===== src/rtl/vga_timing_gen.sv =====
// Parametrised VGA/DVI raster timing generator with a look-ahead pixel-request
// port and built-in test patterns; every output is registered and aligned.
module vga_timing_gen #(
  parameter int H_SYNC   = 96,
  parameter int H_BP     = 48,
  parameter int H_ACTIVE = 640,
  parameter int H_FP     = 16,
  parameter int V_SYNC   = 2,
  parameter int V_BP     = 33,
  parameter int V_ACTIVE = 480,
  parameter int V_FP     = 10,
  parameter int HS_POL   = 0,
  parameter int VS_POL   = 0,
  parameter int CW       = 8,
  parameter int DATA_LAT = 2
) (
  input  logic              sys_clk,
  input  logic              rst,
  input  logic [1:0]        mode,
  input  logic [3*CW-1:0]   pixel_data,
  output logic              data_req,
  output logic [11:0]       req_x,
  output logic [11:0]       req_y,
  output logic              vga_hs,
  output logic              vga_vs,
  output logic              vga_de,
  output logic [3*CW-1:0]   vga_rgb,
  output logic [11:0]       x,
  output logic [11:0]       y,
  output logic              line_start,
  output logic              frame_start
);

  localparam logic [12:0] H_SY     = 13'(H_SYNC);
  localparam logic [12:0] H_ST     = 13'(H_SYNC + H_BP);
  localparam logic [12:0] H_EN     = 13'(H_SYNC + H_BP + H_ACTIVE);
  localparam logic [11:0] H_LAST   = 12'(H_SYNC + H_BP + H_ACTIVE + H_FP - 1);
  localparam logic [12:0] V_SY     = 13'(V_SYNC);
  localparam logic [12:0] V_ST     = 13'(V_SYNC + V_BP);
  localparam logic [12:0] V_EN     = 13'(V_SYNC + V_BP + V_ACTIVE);
  localparam logic [11:0] V_LAST   = 12'(V_SYNC + V_BP + V_ACTIVE + V_FP - 1);
  localparam logic [11:0] BAR_LAST = 12'(H_ACTIVE / 8 - 1);
  localparam logic        HS_ON    = 1'(HS_POL);
  localparam logic        VS_ON    = 1'(VS_POL);

  localparam logic [1:0] MODE_EXT   = 2'd0;
  localparam logic [1:0] MODE_BARS  = 2'd1;
  localparam logic [1:0] MODE_GRID  = 2'd2;

  typedef struct packed {
    logic        de;
    logic        hs;
    logic        vs;
    logic        ls;
    logic        fs;
    logic [11:0] x;
    logic [11:0] y;
  } disp_t;

  localparam disp_t DISP_RST = '{de: 1'b0, hs: ~HS_ON, vs: ~VS_ON, ls: 1'b0,
                                 fs: 1'b0, x: 12'd0, y: 12'd0};

  logic [11:0]     h_q, h_d, v_q, v_d;
  logic [11:0]     bar_pix_q, bar_pix_d;
  logic [2:0]      bar_idx_q, bar_idx_d;
  logic [1:0]      mode_q;
  disp_t           stage_d;
  disp_t           disp_q [DATA_LAT+1];
  logic [2:0]      bar_q  [DATA_LAT];
  logic [1:0]      md_q   [DATA_LAT];
  logic [3*CW-1:0] rgb_q, rgb_d;
  logic            h_act, v_act;
  disp_t           nxt;
  logic [2:0]      nxt_bar;
  logic [1:0]      nxt_md;

  always_comb begin
    h_d = (h_q == H_LAST) ? 12'd0 : h_q + 12'd1;
    v_d = v_q;
    if (h_q == H_LAST) v_d = (v_q == V_LAST) ? 12'd0 : v_q + 12'd1;
  end

  // Bar index advances every H_ACTIVE/8 pixels and restarts as each line enters the active region.
  always_comb begin
    bar_pix_d = bar_pix_q + 12'd1;
    bar_idx_d = bar_idx_q;
    if (h_d == H_ST[11:0]) begin
      bar_pix_d = 12'd0;
      bar_idx_d = 3'd0;
    end else if (bar_pix_q == BAR_LAST) begin
      bar_pix_d = 12'd0;
      bar_idx_d = bar_idx_q + 3'd1;
    end
  end

  always_comb begin
    h_act      = ({1'b0, h_q} >= H_ST) && ({1'b0, h_q} < H_EN);
    v_act      = ({1'b0, v_q} >= V_ST) && ({1'b0, v_q} < V_EN);
    stage_d    = DISP_RST;
    stage_d.de = h_act && v_act;
    stage_d.hs = ({1'b0, h_q} < H_SY) ? HS_ON : ~HS_ON;
    stage_d.vs = ({1'b0, v_q} < V_SY) ? VS_ON : ~VS_ON;
    stage_d.ls = (h_q == 12'd0);
    stage_d.fs = (h_q == 12'd0) && (v_q == 12'd0);
    if (h_act && v_act) begin
      stage_d.x = h_q - H_ST[11:0];
      stage_d.y = v_q - V_ST[11:0];
    end
  end

  assign nxt     = disp_q[DATA_LAT-1];
  assign nxt_bar = bar_q[DATA_LAT-1];
  assign nxt_md  = md_q[DATA_LAT-1];

  // The pixel is chosen from the stage about to become visible, so rgb lands with its de/x/y.
  always_comb begin
    rgb_d = '0;
    if (nxt.de) begin
      case (nxt_md)
        MODE_EXT:  rgb_d = pixel_data;
        MODE_BARS: rgb_d = {{CW{~nxt_bar[1]}}, {CW{~nxt_bar[2]}}, {CW{~nxt_bar[0]}}};
        MODE_GRID: if (nxt.x[3:0] == 4'd0 || nxt.y[3:0] == 4'd0) rgb_d = '1;
        default:   rgb_d = '0;
      endcase
    end
  end

  always_ff @(posedge sys_clk) begin
    if (rst) begin
      h_q       <= 12'd0;
      v_q       <= 12'd0;
      bar_pix_q <= 12'd0;
      bar_idx_q <= 3'd0;
      mode_q    <= MODE_EXT;
      rgb_q     <= '0;
      for (int i = 0; i <= DATA_LAT; i++) disp_q[i] <= DISP_RST;
      for (int i = 0; i < DATA_LAT; i++) begin
        bar_q[i] <= 3'd0;
        md_q[i]  <= MODE_EXT;
      end
    end else begin
      h_q       <= h_d;
      v_q       <= v_d;
      bar_pix_q <= bar_pix_d;
      bar_idx_q <= bar_idx_d;
      if (h_q == 12'd0 && v_q == 12'd0) mode_q <= mode;
      disp_q[0] <= stage_d;
      bar_q[0]  <= bar_idx_q;
      md_q[0]   <= mode_q;
      for (int i = 1; i <= DATA_LAT; i++) disp_q[i] <= disp_q[i-1];
      for (int i = 1; i < DATA_LAT; i++) begin
        bar_q[i] <= bar_q[i-1];
        md_q[i]  <= md_q[i-1];
      end
      rgb_q <= rgb_d;
    end
  end

  assign data_req    = disp_q[0].de;
  assign req_x       = disp_q[0].x;
  assign req_y       = disp_q[0].y;
  assign vga_hs      = disp_q[DATA_LAT].hs;
  assign vga_vs      = disp_q[DATA_LAT].vs;
  assign vga_de      = disp_q[DATA_LAT].de;
  assign x           = disp_q[DATA_LAT].x;
  assign y           = disp_q[DATA_LAT].y;
  assign line_start  = disp_q[DATA_LAT].ls;
  assign frame_start = disp_q[DATA_LAT].fs;
  assign vga_rgb     = rgb_q;

endmodule


===== config.mk =====
export PLATFORM = sky130hd
export DESIGN_NAME = vga_timing_gen
export DESIGN_NICKNAME = d
export VERILOG_FILES = /design/src/rtl/vga_timing_gen.sv
export SDC_FILE = /design/constraint.sdc
export NUM_CORES = 1
export LEC_CHECK = 0
export ABC_AREA = 1
export ABC_CLOCK_PERIOD_IN_PS = 2300
export BUFFER_PORTS_ARGS = -buffer_cell sky130_fd_sc_hd__buf_4
export CAP_MARGIN = 10
export CORE_MARGIN = 2
export CORE_UTILIZATION = 45
export DETAILED_ROUTE_END_ITERATION = 10
export PLACE_DENSITY = 0.66
export SLEW_MARGIN = 20
export SYNTH_ARGS = -nofsm -noshare
export SYNTH_HDL_FRONTEND = slang
export SYNTH_SLANG_ARGS = --single-unit

===== constraint.sdc =====
create_clock -name sys_clk -period 2.3 [get_ports sys_clk]
set_input_delay 0.115 -clock sys_clk [delete_from_list [all_inputs] [get_ports sys_clk]]
set_output_delay 0.115 -clock sys_clk [all_outputs]
set_load 0.1 [all_outputs]

======== Word-level counts from Yosys, hierarchy flattened ========
Memory sizes are Yosys's and may differ from the RTL's.
Index checks and enable logic that the tools add are counted.
storage, ports and cells
  register bits after elaboration ......... 65
  memory bits (writable) .................. 97
  input port bits ......................... 28
  output and inout port bits .............. 78
  logic and storage cells ................. 68
  memories ................................ 3
memories
  memory  depth  bits a word  read ports  clocked after Yosys merged registers in  write ports  RTL line  RTL
  disp_q  3      29           3           0                                        3            68        disp_t disp_q [DATA_LAT+1];
  bar_q   2      3            2           0                                        2            69        logic [2:0] bar_q [DATA_LAT];
  md_q    2      2            2           0                                        2            70        logic [1:0] md_q [DATA_LAT];
operators by class
  add/sub/neg operators ................... 6
  $lt $le $gt $ge ......................... 6
  eq/ne operators ......................... 6
  muxes and demuxes ....................... 17
  bitwise logic cells ..................... 11
  reduce and logical (&&, ||, !) cells .... 13
operators with widths
  kind                                                                 count
  2-to-1 mux 29 bit                                                    3
  case mux 24 bit (3 select lines)                                     1
  2-to-1 mux 24 bit                                                    2
  adder 12 x 1 -> 12 bit (second input constant)                       3
  == test 12 x 10 -> 1 bit (second input constant)                     2
  logical NOT 12 bit                                                   2
  < comparator 12 x 10 -> 1 bit (second input constant)                2
  2-to-1 mux 12 bit                                                    2
  == test 12 x 7 -> 1 bit (second input constant)                      1
  == test 12 x 8 -> 1 bit (second input constant)                      1
  greater-or-equal comparator 12 x 6 -> 1 bit (second input constant)  1
  greater-or-equal comparator 12 x 8 -> 1 bit (second input constant)  1
  < comparator 12 x 2 -> 1 bit (second input constant)                 1
  < comparator 12 x 7 -> 1 bit (second input constant)                 1
  subtractor 12 x 6 -> 12 bit (second input constant)                  1
  subtractor 12 x 8 -> 12 bit (second input constant)                  1
  logical NOT 4 bit                                                    2
  bitwise OR 1 bit                                                     7
  2-to-1 mux 3 bit                                                     2
  2-to-1 mux 1 bit                                                     5
  logical AND 1 bit                                                    4
  2-to-1 mux 2 bit                                                     2
  inverter 1 bit                                                       4
  OR reduction 2 bit                                                   2
  6 further kinds                                                      6

======== Depth between registers and ports, before layout ========
Gate-level depths: netlist (run 1).
  depth after elaboration ................. 5
  depth in mapped cells ................... 13
  depth with buffers taken out ............ 12

======== Worst setup path after synthesis (run 1) ========
Ideal clock, no wire load.
  path kind ............................... register to register
  start ................................... register h_q[1]
  end ..................................... register bar_pix_q[8]
  library setup time ...................... 117 ps
  data arrival time ....................... 1588 ps
  required time ........................... 2183 ps
  path slack .............................. 595 ps
  stages on the path, launching flop included .. 12
  buffers on the path ..................... 1
  period minus slack after synthesis ...... 1705 ps
  path through ............................ dfxtp_1 -> ha_1 -> nand2_1 -> nor2_2 -> nand3_2 -> xor2_1 -> nand2_1 -> nor2_1 -> nand2_2 -> nand3_2 -> buf_6 -> nor2_2
on the way
  cells in the longest elaborated chain, start to end .. 4
  elaborated cells between the ends (all ways) .. 5
  those cells by class .................... add/sub (1); eq/ne (2); mux (1); reduce/logical (1)
RTL lines
  element                                                             RTL line  RTL
  start: declaration                                                  63        logic [11:0] h_q, h_d, v_q, v_d;
  start signal: assignment                                            130       h_q <= 12'd0;
  start signal: assignment                                            142       h_q <= h_d;
  adder 12 x 1 -> 12 bit or == test 12 x 10 -> 1 bit (tied branches)  78        h_d = (h_q == H_LAST) ? 12'd0 : h_q + 12'd1;
  2-to-1 mux 12 bit *                                                 78
  == test 12 x 8 -> 1 bit *                                           87        if (h_d == H_ST[11:0]) begin
  OR reduction 3 bit (no source line) *                               --
  end signal: assignment                                              144       bar_pix_q <= bar_pix_d;
  end: declaration                                                    64        logic [11:0] bar_pix_q, bar_pix_d;
Every way passes the cells marked *; elsewhere a longest branch is shown, timed or not.
A chain may end at the register's enable or synchronous reset.

======== Final worst setup path (run 1) ========
  start ................................... register h_q[5]
  end ..................................... register bar_pix_q[11]
Same word-level chain as after synthesis.

==> run metrics, run 1 <==
count of different cell masters after synthesis 39; Sw Share 20.4%; Rel. slew slack 66.5%; Via Count 4,782; vias in the first global route 4,366; number of diodes 0; kind of start point of the critical path register; Hold Path Class input port to register; CORE AREA 0.0139 mm²; Port Buf Inserts 105; hold slack 0.0182 ns; Mapped Area 0.00642 mm²; critical setup path kind register to register; Hold Vio Cnt, Final 0; Final min period 1.96 ns; final instance area 0.00786 mm²; syn_area_per_cell 8.00 µm²; WL final 12.3 mm; Reg clk slew, reported paths 0.06 ns; Starting Density 46.1%; worst setup margin 0.342 ns; post-route non-filler standard cell count 1,078; Seq cells post-synth 162; CP Max Fanout 15; syn nets 841; Achievable Freq 511 MHz; clock sink count 162; Worst-Skew Late Latency 0.42 ns; DRT Pass-1 Iters 5; gr usage total 17.1%; Final Skew 0.00979 ns; overall power 6.03 mW; Max clock buf depth 2; Via density 4.44; clock share of power 47.8%; H-tree levels 4; Hold Crit Start pixel_data[19]; Worst R2R Path Depth 12; clk root buf clkbuf_16; die height 123 µm; launch point of the critical path h_q[5]; P_sw 1.23 mW; Post-CTS Setup Inserts 0; initial antenna violation count 0; asr flop ratio synth 0%; Overflow after GRT 0; Area growth, synth to finish 22.4%; largest net degree at the start of global routing 49; post-detailed-route wirelength per cell 11.4 µm; setup tns final 0 ns; Reg2Reg Launch Point h_q[5]; fraction of layout cells with a size suffix above 1 20.7%; top cells by area, synth dfxtp_1, inv_1, nor2_1; CP Data Required Time 2.64 ns; DP Worst Slack 0.318 ns; static leakage 3.67 nW; Hold Path Depth 5; Post-synth top flop dfxtp_1; DRT antenna net count 0; placed cell count 1,023; die area 0.0152 mm²; Logic pwr share 4.8%; Cells after Synth 803; sequential area share after synthesis 50.5%; sequential share of power 47.4%; TritonCTS clock tree built; top-area cell type share of the netlist area 50.5%; RSZ-0062 raised after global routing no; critical path arrival 2.30 ns; Internal 4.80 mW; Pwr Density 767 mW/mm²; gpl congestion 0.934; Tcrit/Tclk final 85.1%; Final Util 56.4%; Final setup viols 0; Ys Warns 0; status finished, final reports clean; number of nets in the layout 924; total CTS buffers 17; placed cell area 0.00701 mm²; site row count 43; Post-route DRC 0; Die W 123 µm; I/O pin count 106; most area-hungry cell type in the Yosys netlist dfxtp_1; max-slew violations 0; global-route wire length before repair 20.3 mm; DRT iter0 DRCs 368; Max IR drop VDD 0.513 mV; Post-synth EDFFs 0; max cap viols 0; Worst-Margin Slew 0.501 ns; post-DP HPWL 8.69 mm; kind of end point of the critical path register
[metal layers]
layer  track usage (%)  routed length (µm)  vias to the layer above
met3              4.34                 752                       20
met4              7.81                 222                        0
met1              21.7                5600                     2076
met5                 0                   0                        -
met2              27.3                5770                      145
li1                  -                   -                     2541
[state kept, by name, indices dropped and copies added (netlist names)]
register and flops:
bar_pix_q 12, bar_q 6, vga_rgb 24, bar_idx_q 3
disp_q 87, md_q 4, v_q 12, h_q 12
mode_q 2
[synth_stat cells (4+ instances only)]
cell / count
dfxtp_1: 162
inv_1: 134
nor2_1: 121
nand2_1: 120
nand3_1: 51
buf_4: 50
nor3_1: 15
xor2_1: 15
nor2_2: 14
a21oi_1: 12
clkbuf_1: 12
ha_1: 10
a21oi_2: 7
inv_2: 6
o21ai_0: 6
buf_1: 5
nand3_2: 5
nand4_1: 5
or2_2: 5
xnor2_1: 5
nand3b_1: 4
nor4_1: 4
[worst max-delay path, cell delays in order, from the launching register on]
cell and delay, ns:
dfxtp_1 0.35, inv_1 0.11, ha_1 0.15, nand2_1 0.08
nor2_2 0.17, nand3_4 0.22, nand3_2 0.14, inv_2 0.03
nand2_1 0.07, nor2_2 0.04, nand2_2 0.06, nand3_2 0.27
nor2_1 0.18
[power groups by stage]
stage | Clock (mW) | Combinational, mW | Sequential (mW)
after CTS | 2.95 | 0.294 | 2.86
final | 2.88 | 0.292 | 2.86
after global placement | 0 | 0.257 | 2.92
after floorplan | 0 | 0.164 | 2.94
after global routing | 3.08 | 0.323 | 2.86
after detailed placement | 0 | 0.258 | 2.92
[timing repair]
action / in CTS / in global routing
hold buffers: 24 / 0
resized for setup: 0 / 0
endpoints found under the setup margin: 0 / 0
endpoints found under the hold margin: 24 / 0
[final cells by class]
type | count | area, µm²
fill | 1313 | 6070
sequential | 162 | 3240
multi-input combinational | 430 | 2190
timing repair buffer | 135 | 1070
inverter | 140 | 526
clock buffer | 22 | 454
tap | 180 | 225
clock inverter | 9 | 154
[worst paths after layout]
| path | endpoint | slack, ns |
|---|---|---|
| worst max register to register | bar_pix_q[11] | 0.34 |
| worst max-delay path | bar_pix_q[11] | 0.34 |
| worst min-delay path | vga_rgb[19] | 0.02 |
| worst min register to register | disp_q[0][77] | 0.39 |
[kinds of logic (layout without fill, tap and decap cells)]
| kind of cell | after synthesis | after routing | share of synthesized area (%) |
|---|---|---|---|
| other | 1 | 1 | 0.0584 |
| XOR/XNOR | 20 | 20 | 2.73 |
| flip-flops | 162 | 162 | 50.5 |
| buffers and inverters | 211 | 306 | 15.4 |
| AO/OA/AOI/OAI | 38 | 38 | 3.82 |
| adder cells (fa/ha/maj) | 10 | 10 | 1.95 |
| AND/OR/NAND/NOR | 361 | 361 | 25.5 |
[cell usage in the layout, fill, tap and decap left out, drive strengths merged, types with 5 or more instances in the layout]
cell | synthesis | final
xnor2 | 5 | 5
dlygate4sd3 | 0 | 24
nand2 | 123 | 123
or2 | 7 | 7
ha | 10 | 10
xor2 | 15 | 15
buf | 59 | 111
dfxtp | 162 | 162
inv | 140 | 141
clkbuf | 12 | 22
a21oi | 19 | 19
nand4 | 5 | 5
nand3 | 57 | 57
o21ai | 10 | 10
nor3 | 18 | 18
nor2 | 138 | 138
No activity file was read; power rests on OpenSTA's default activity.
==> run 2, diff against run 1 <==
--- a/config.mk
+++ b/config.mk
@@ -9,6 +9,7 @@
 export ABC_CLOCK_PERIOD_IN_PS = 2300
 export BUFFER_PORTS_ARGS = -buffer_cell sky130_fd_sc_hd__buf_4
 export CAP_MARGIN = 10
+export CORE_ASPECT_RATIO = 0.75
 export CORE_MARGIN = 2
 export CORE_UTILIZATION = 45
 export DETAILED_ROUTE_END_ITERATION = 10
==> run metrics, run 2 (synthesized netlist as in run 1, its figures left out) <==
site row count 37; most frequent cells in the layout dfxtp_1, inv_1, nor2_1, nand2_1, buf_4; Hold Vio Cnt, Final 0; fraction of layout cells with a size suffix above 1 21.1%; gpl congestion 0.871; kind of end point of the critical path register; clk root buf clkbuf_16; Max IR drop VDD 0.523 mV; final instance area 0.00778 mm²; global-route wire length before repair 20.6 mm; CORE AREA 0.0138 mm²; vias in the first global route 4,235; Internal 4.36 mW; DRT Pass-1 Iters 5; filler cell count 1,271; P_sw 1.36 mW; clock share of power 44.9%; Reg clk slew, reported paths 0.06 ns; Overflow after GRT 0; Worst-Skew Late Latency 0.42 ns; gr usage total 17.1%; Tcrit/Tclk final 86.0%; Hold Path Class input port to register; Final Util 56.2%; setup tns final 0 ns; number of nets in the layout 924; Rel. slew slack 66.5%; initial antenna violation count 0; Worst-Margin Slew 0.501 ns; Starting Density 46.4%; I/O pin count 106; commonest non-fill, non-tap cell in the layout dfxtp_1; H-tree levels 4; Pwr Density 735 mW/mm²; CP Data Required Time 2.60 ns; Final min period 1.98 ns; die area 0.0153 mm²; Die W 142 µm; post-CTS sizing 0; kind of start point of the critical path register; Port Buf Inserts 105; die height 107 µm; placed cell area 0.00701 mm²; sequential share of power 50.0%; largest net degree at the start of global routing 49; status finished, final reports clean; total CTS buffers 17; Via Count 4,765; clock sink count 162; hold slack 0.0146 ns; CP Max Fanout 15; Max clock buf depth 2; DP Worst Slack 0.325 ns; Final Skew 0.00865 ns; Final setup viols 0; Achievable Freq 506 MHz; number of diodes 0; TritonCTS clock tree built; max cap viols 0; worst setup margin 0.322 ns; Sw Share 23.8%; Logic pwr share 5.1%; DRT antenna net count 0; RSZ-0062 raised after global routing no; area occupied by registers 0.00324 mm²; critical setup path kind register to register; max reg flops 87; WL final 12.6 mm; DRT iter0 DRCs 318; Via density 4.44; post-detailed-route wirelength per cell 11.8 µm; Post-route DRC 0; Area growth, synth to finish 21.2%; Post-CTS Setup Inserts 0; area of the multi-input gates 0.00219 mm²; static leakage 3.64 nW; max-slew violations 0; critical path arrival 2.28 ns; Top reg by flops disp_q; post-DP HPWL 8.83 mm
## run 2: cell types whose count changed in the layout (fill, tap and decap cells not counted), sizes merged
cell | previous run | this run
clkbuf | 22 | 18
bufinv | 4 | 0
clkinv | 2 | 5
inv | 141 | 145
clkinvlp | 2 | 4
## run 2: routing by layer
metal  vias to the layer above  part of all wire, %  global-route usage (%)  wire length, µm
met1                      2123                   51                    24.3             6480
met2                        87                   43                    25.1             5460
met4                         0                 0.94                    5.36              119
met5                         -                    0                       0                0
met3                        11                  4.4                    4.67              557
li1                       2544                    -                       -                -
## run 2: final timing paths
kind,startpoint,end,slack (ns),cells after the start
setup reg to reg,h_q[1],bar_pix_q[0],0.32,10
hold / removal,pixel_data[6],vga_rgb[6],0.01,5
hold reg to reg,disp_q[0][50],disp_q[0][79],0.40,2
setup / recovery,h_q[1],bar_pix_q[0],0.32,10
## run 2: per-stage QoR
stage / std cells / total power [mW]
after global placement: 1018 / 3.18
after floorplan: 803 / 3.10
final: 1074 / 5.72
after global routing: 1074 / 5.94
after detailed placement: 1018 / 3.18
after CTS: 1074 / 5.78
## run 2: timing repair
item,in CTS,in global routing
hold buffers,24,0
hold endpoints to repair,24,0
endpoints found under the setup margin,0,0
## run 2: final cells by class
cell class / count / area share (%)
Timing Repair Buffer: 135 / 13.8
Inverter: 140 / 6.75
Multi-Input combinational cell: 430 / 28.1
Sequential cell: 162 / 41.7
Clock inverter: 14 / 1.35
Tap cell: 175 / 2.81
Clock buffer: 18 / 5.51
## run 2: critical path: stages, from the launching register on
cell and delay, ns:
dfxtp_1 0.41, ha_1 0.23, nand3_1 0.14, inv_2 0.12
nand3_4 0.20, a21oi_2 0.17, nand2_1 0.07, nor2_2 0.12
nand2_2 0.07, nand3_2 0.27, nor2_1 0.07
## run 2: power groups by stage
stage / Clock (mW) / Combinational [mW] / Sequential, mW
3_5_place_dp: 0 / 0.259 / 2.92
6_report: 2.57 / 0.294 / 2.86
3_3_place_gp: 0 / 0.258 / 2.92
4_1_cts: 2.62 / 0.295 / 2.86
5_1_grt: 2.75 / 0.324 / 2.86
2_1_floorplan: 0 / 0.164 / 2.94
